==> src/rtl/spi_master.sv <==
// rtl/spi_master.sv - SPI master that shifts out 10-bit command frames and optionally reads back a byte
module spi_master #(
  parameter int RD_GAP = 2
) (
  input  logic       clk,
  input  logic       rst_n,
  input  logic       cmd_valid,
  output logic       cmd_ready,
  input  logic [9:0] cmd_data,
  output logic       rsp_valid,
  output logic [7:0] rsp_data,
  output logic       busy,
  output logic       SS_n,
  output logic       MOSI,
  input  logic       MISO
);

  typedef enum logic [2:0] {IDLE, SEL, SHIFT, WAIT, RECV, END} state_t;

  localparam logic [3:0] GAP_LOAD = (RD_GAP > 0) ? 4'(RD_GAP - 1) : 4'd0;

  state_t      state_q, state_d;
  logic [3:0]  cnt_q, cnt_d;
  logic [9:0]  shift_q, shift_d;
  logic [7:0]  rx_q, rx_d;
  logic        rd_q, rd_d;
  logic        cmd_ready_d, rsp_valid_d, busy_d, ss_n_d, mosi_d;
  logic [7:0]  rsp_data_d;

  always_comb begin
    state_d     = state_q;
    cnt_d       = cnt_q;
    shift_d     = shift_q;
    rx_d        = rx_q;
    rd_d        = rd_q;
    rsp_valid_d = 1'b0;
    rsp_data_d  = rsp_data;
    ss_n_d      = SS_n;
    mosi_d      = 1'b0;
    case (state_q)
      IDLE: begin
        if (cmd_valid && cmd_ready) begin
          state_d = SEL;
          shift_d = cmd_data;
          rd_d    = (cmd_data[9:8] == 2'b11);
          mosi_d  = cmd_data[9];
          ss_n_d  = 1'b0;
          cnt_d   = 4'd0;
        end
      end
      SEL: begin
        state_d = SHIFT;
        cnt_d   = 4'd9;
        mosi_d  = shift_q[9];
        shift_d = {shift_q[8:0], 1'b0};
      end
      SHIFT: begin
        if (cnt_q == 4'd0) begin
          if (!rd_q) begin
            state_d = END;
            ss_n_d  = 1'b1;
            cnt_d   = 4'd0;
          end else if (RD_GAP == 0) begin
            state_d = RECV;
            cnt_d   = 4'd7;
          end else begin
            state_d = WAIT;
            cnt_d   = GAP_LOAD;
          end
        end else begin
          cnt_d   = cnt_q - 4'd1;
          mosi_d  = shift_q[9];
          shift_d = {shift_q[8:0], 1'b0};
        end
      end
      WAIT: begin
        if (cnt_q == 4'd0) begin
          state_d = RECV;
          cnt_d   = 4'd7;
        end else begin
          cnt_d = cnt_q - 4'd1;
        end
      end
      RECV: begin
        // MISO is sampled at the edge closing each RECV cycle
        rx_d = {rx_q[6:0], MISO};
        if (cnt_q == 4'd0) begin
          state_d     = END;
          ss_n_d      = 1'b1;
          rsp_valid_d = 1'b1;
          rsp_data_d  = {rx_q[6:0], MISO};
          cnt_d       = 4'd0;
        end else begin
          cnt_d = cnt_q - 4'd1;
        end
      end
      END: begin
        state_d = IDLE;
        cnt_d   = 4'd0;
      end
      default: begin
        state_d = IDLE;
        ss_n_d  = 1'b1;
        cnt_d   = 4'd0;
      end
    endcase
    cmd_ready_d = (state_d == IDLE);
    busy_d      = (state_d != IDLE);
  end

  always_ff @(posedge clk) begin
    if (!rst_n) begin
      state_q   <= IDLE;
      cnt_q     <= 4'd0;
      shift_q   <= 10'd0;
      rx_q      <= 8'd0;
      rd_q      <= 1'b0;
      cmd_ready <= 1'b1;
      rsp_valid <= 1'b0;
      rsp_data  <= 8'h00;
      busy      <= 1'b0;
      SS_n      <= 1'b1;
      MOSI      <= 1'b0;
    end else begin
      state_q   <= state_d;
      cnt_q     <= cnt_d;
      shift_q   <= shift_d;
      rx_q      <= rx_d;
      rd_q      <= rd_d;
      cmd_ready <= cmd_ready_d;
      rsp_valid <= rsp_valid_d;
      rsp_data  <= rsp_data_d;
      busy      <= busy_d;
      SS_n      <= ss_n_d;
      MOSI      <= mosi_d;
    end
  end

endmodule

==> config.mk <==
export PLATFORM = sky130hd
export DESIGN_NAME = spi_master
export DESIGN_NICKNAME = d
export VERILOG_FILES = /design/src/rtl/spi_master.sv
export SDC_FILE = /design/constraint.sdc
export NUM_CORES = 1
export LEC_CHECK = 0
export BUFFER_PORTS_ARGS = -buffer_cell sky130_fd_sc_hd__buf_2
export CORE_UTILIZATION = 40
export CTS_CLUSTER_SIZE = 16
export DETAILED_ROUTE_END_ITERATION = 8
export HOLD_SLACK_MARGIN = 0.08
export PLACE_DENSITY = 0.61
export RECOVER_POWER = 25
export SYNTH_ARGS = -nofsm -noshare
export SYNTH_HDL_FRONTEND = slang
export SYNTH_SLANG_ARGS = --single-unit
==> constraint.sdc <==
create_clock -name clk -period 2.1 [get_ports clk]
set_input_delay 0.525 -clock clk [delete_from_list [all_inputs] [get_ports clk]]
set_output_delay 0.525 -clock clk [all_outputs]
set_load 0.1 [all_outputs]
==> flow_summary.ini <==
[outcome]
status = finished clean

[sta]
setup-violations-final = 0
tightestPinTransition_ns = 0.581
min_period_over_period_pct = 81.7
finalSetupTns_ns = 0
worst_hold_slack_ns = 0.452
slew_violations = 0
relSlewSlack_pct = 61.2
layout_setup_ws_ns = 0.384
rsz0062_at_grt = false
hold_viol = 0
skew_ns = 0.0103
period_minus_slack_ns = 1.72
max_freq_mhz = 583

[global_route]
grt_pass1_vias = 1307
grt_max_degree = 25
grt_pass1_wl_um = 6000
grt_use_total_pct = 17.4
antenna_found_initial = 0
gr-total-overflow = 0

[layout]
num-nets-final = 244
postLayoutCoreUtil_pct = 48.6
drive_gt1_share_pct = 19.7
layout.cells.non_filler = 279
mostFrequentLayoutCells = dfxtp_1, nand2_1, a21oi_1, buf_2, o21ai_0
postLayoutCellArea_mm2 = 0.00200
num_antenna_cells = 0
area_growth_pct = 13.5

[synth]
yosys_warnings = 0
syn-num-nets = 218
seq_area_frac_synth_pct = 43.2
synth_area_leader_cell = dfxtp_1
synth_area_mm2 = 0.00176
ys_ff_latch = 38
syn_avg_cell_area_um2 = 8.72
yosys.area.top_type_share_pct = 43.2
ys_top_cells_by_area = dfxtp_1, nand2_1, mux2i_1
synth.distinct_cells = 38
synthCells = 202

[cts]
clk_pin_slew_ns = 0.08
cts_tree = done
cts_max_path_buffers = 2
clockRootBuffer = clkbuf_8
htreeDepth = 2
cts_buffers = 5
holdBufCountCts = 0
cts.repair.resized = 0
clk_latency_ns = 0.29
cts.sinks = 38
cts_setup_buffers = 0

[pwr]
power_density_mw_per_mm2 = 1400
ir_drop_v = 0.000805
power_frac_comb_pct = 43.9
p_clk_share_pct = 18.6
p_total_mw = 2.80
cellLeakagePower_nw = 0.808
switching_share_pct = 42.8
intPower_mw = 1.60
sequentialPowerShare_pct = 37.5
p_switching_mw = 1.20

[floorplanning]
pin_count = 27
die_area_mm2 = 0.00467
fp.dieW_um = 68.4
start_util_pct = 42.8
fp.dieH_um = 68.4
rows = 23
design.core.area_mm2 = 0.00412

[setup_path]
cp-endpoint = shift_q[8]$_SDFFE_PN0P_
start_kind = register
r2r_end = shift_q[8]$_SDFFE_PN0P_
regToRegSetupSlack_ns = 0.38
crit_path_end_kind = register
cp.required_ns = 2.27
critPathKind = register to register
cp-startpoint = cnt_q[0]$_SDFFE_PN0P_
crit_arrival_ns = 1.89
crit_fanout = 20
rr_worst_depth = 7
reg2reg_from = cnt_q[0]$_SDFFE_PN0P_

[placement]
place_area_mm2 = 0.00191
dp_slack_ns = 0.374
dp_cells = 271
dpl.hpwl_um = 2310
gp_congestion = 0.932
portBuffers = 26

[worst_hold_path]
min_path_type = register to register

[detailed_routing]
detail-route-antenna-nets = 0
via_per_inst = 5.12
wl_um = 3460
first_pass_iters = 4
num_vias = 1428
drtIter0Drc = 78
drc = 0
drt-wirelength-per-cell_um = 12.4

[flow_run]
drv_cap = 0
-- critical path: stages, from the launching register on --
cell and delay, ns:
dfxtp_1 0.33, inv_1 0.08, ha_1 0.23, nor3b_4 0.37
o32ai_2 0.14, buf_4 0.21, o21ai_0 0.18, a21oi_1 0.06
-- layout make-up --
| class | count | area, um^2 |
|---|---|---|
| Fill cell | 408 | 2120 |
| Multi-Input combinational cell | 148 | 902 |
| Sequential cell | 38 | 761 |
| Timing Repair Buffer | 31 | 164 |
| Clock buffer | 6 | 82.6 |
| Tap cell | 50 | 62.6 |
| Inverter | 4 | 15.0 |
| Clock inverter | 2 | 12.5 |
-- power groups by stage --
stage | combinational [mW] | clock, mW | sequential, mW
2_1_floorplan | 0.915 | 0 | 1.21
3_3_place_gp | 1.23 | 0 | 1.06
3_5_place_dp | 1.24 | 0 | 1.06
4_1_cts | 1.24 | 0.539 | 1.05
5_1_grt | 1.36 | 0.570 | 1.07
6_report | 1.23 | 0.521 | 1.05
-- layer usage --
metal | part of all wire, % | up-vias | GRT usage [%]
li1 | - | 750 | -
met1 | 50 | 649 | 22.4
met2 | 46 | 25 | 27.2
met3 | 3.2 | 4 | 4.50
met4 | 1.1 | 0 | 7.55
met5 | 0 | - | 0
-- cell usage after synthesis, drive strengths merged --
master	count
clkbuf	5
nand3	4
o21a	1
nand3b	2
a32o	1
and4b	1
o31a	1
mux2i	11
and2b	2
a211o	1
o32ai	1
nand2b	4
a21oi	19
inv	4
or2	1
and2	2
or3b	2
and3	2
ha	2
nor3	3
nor2	7
o22ai	2
dfxtp	38
a21o	1
o221ai	1
o21ai	17
a21boi	17
nand2	38
buf	7
nor3b	2
nor2b	3
-- registers in the layout, indices dropped and copies added, names as in the netlist, 3 cells and up --
signal,cells
rx_q,7
shift_q,10
rsp_data,8
state_q,3
cnt_q,4
-- cells by family (layout without fill, tap and decap cells) --
logic type,count (synthesis),count (layout),synth area share [%]
adder cells (fa/ha/maj),2,2,1.42
AND/OR/NAND/NOR,73,73,21.1
flip-flops,38,38,43.2
multiplexers,11,11,6.25
AO/OA/AOI/OAI,62,62,22.4
buffers and inverters,16,43,5.61
-- worst min-delay path by stage --
| stage | from | depth (start not counted) | end | slack (ns) |
|---|---|---|---|---|
| 6_report | rsp_data[3]$_SDFFE_PN0P_ | 2 | rsp_data[3]$_SDFFE_PN0P_ | 0.45 |
| 5_1_grt | rsp_data[2]$_SDFFE_PN0P_ | 2 | rsp_data[2]$_SDFFE_PN0P_ | 0.48 |
| 4_1_cts | rsp_data[5]$_SDFFE_PN0P_ | 2 | rsp_data[5]$_SDFFE_PN0P_ | 0.46 |
| 3_5_place_dp | rsp_data[5]$_SDFFE_PN0P_ | 2 | rsp_data[5]$_SDFFE_PN0P_ | 0.44 |
| 3_3_place_gp | rsp_data[3]$_SDFFE_PN0P_ | 2 | rsp_data[3]$_SDFFE_PN0P_ | 0.44 |
| 2_1_floorplan | rx_q[6]$_SDFFE_PN0N_ | 2 | rsp_data[7]$_SDFFE_PN0P_ | 0.43 |
(Power assumes the default switching activity.)
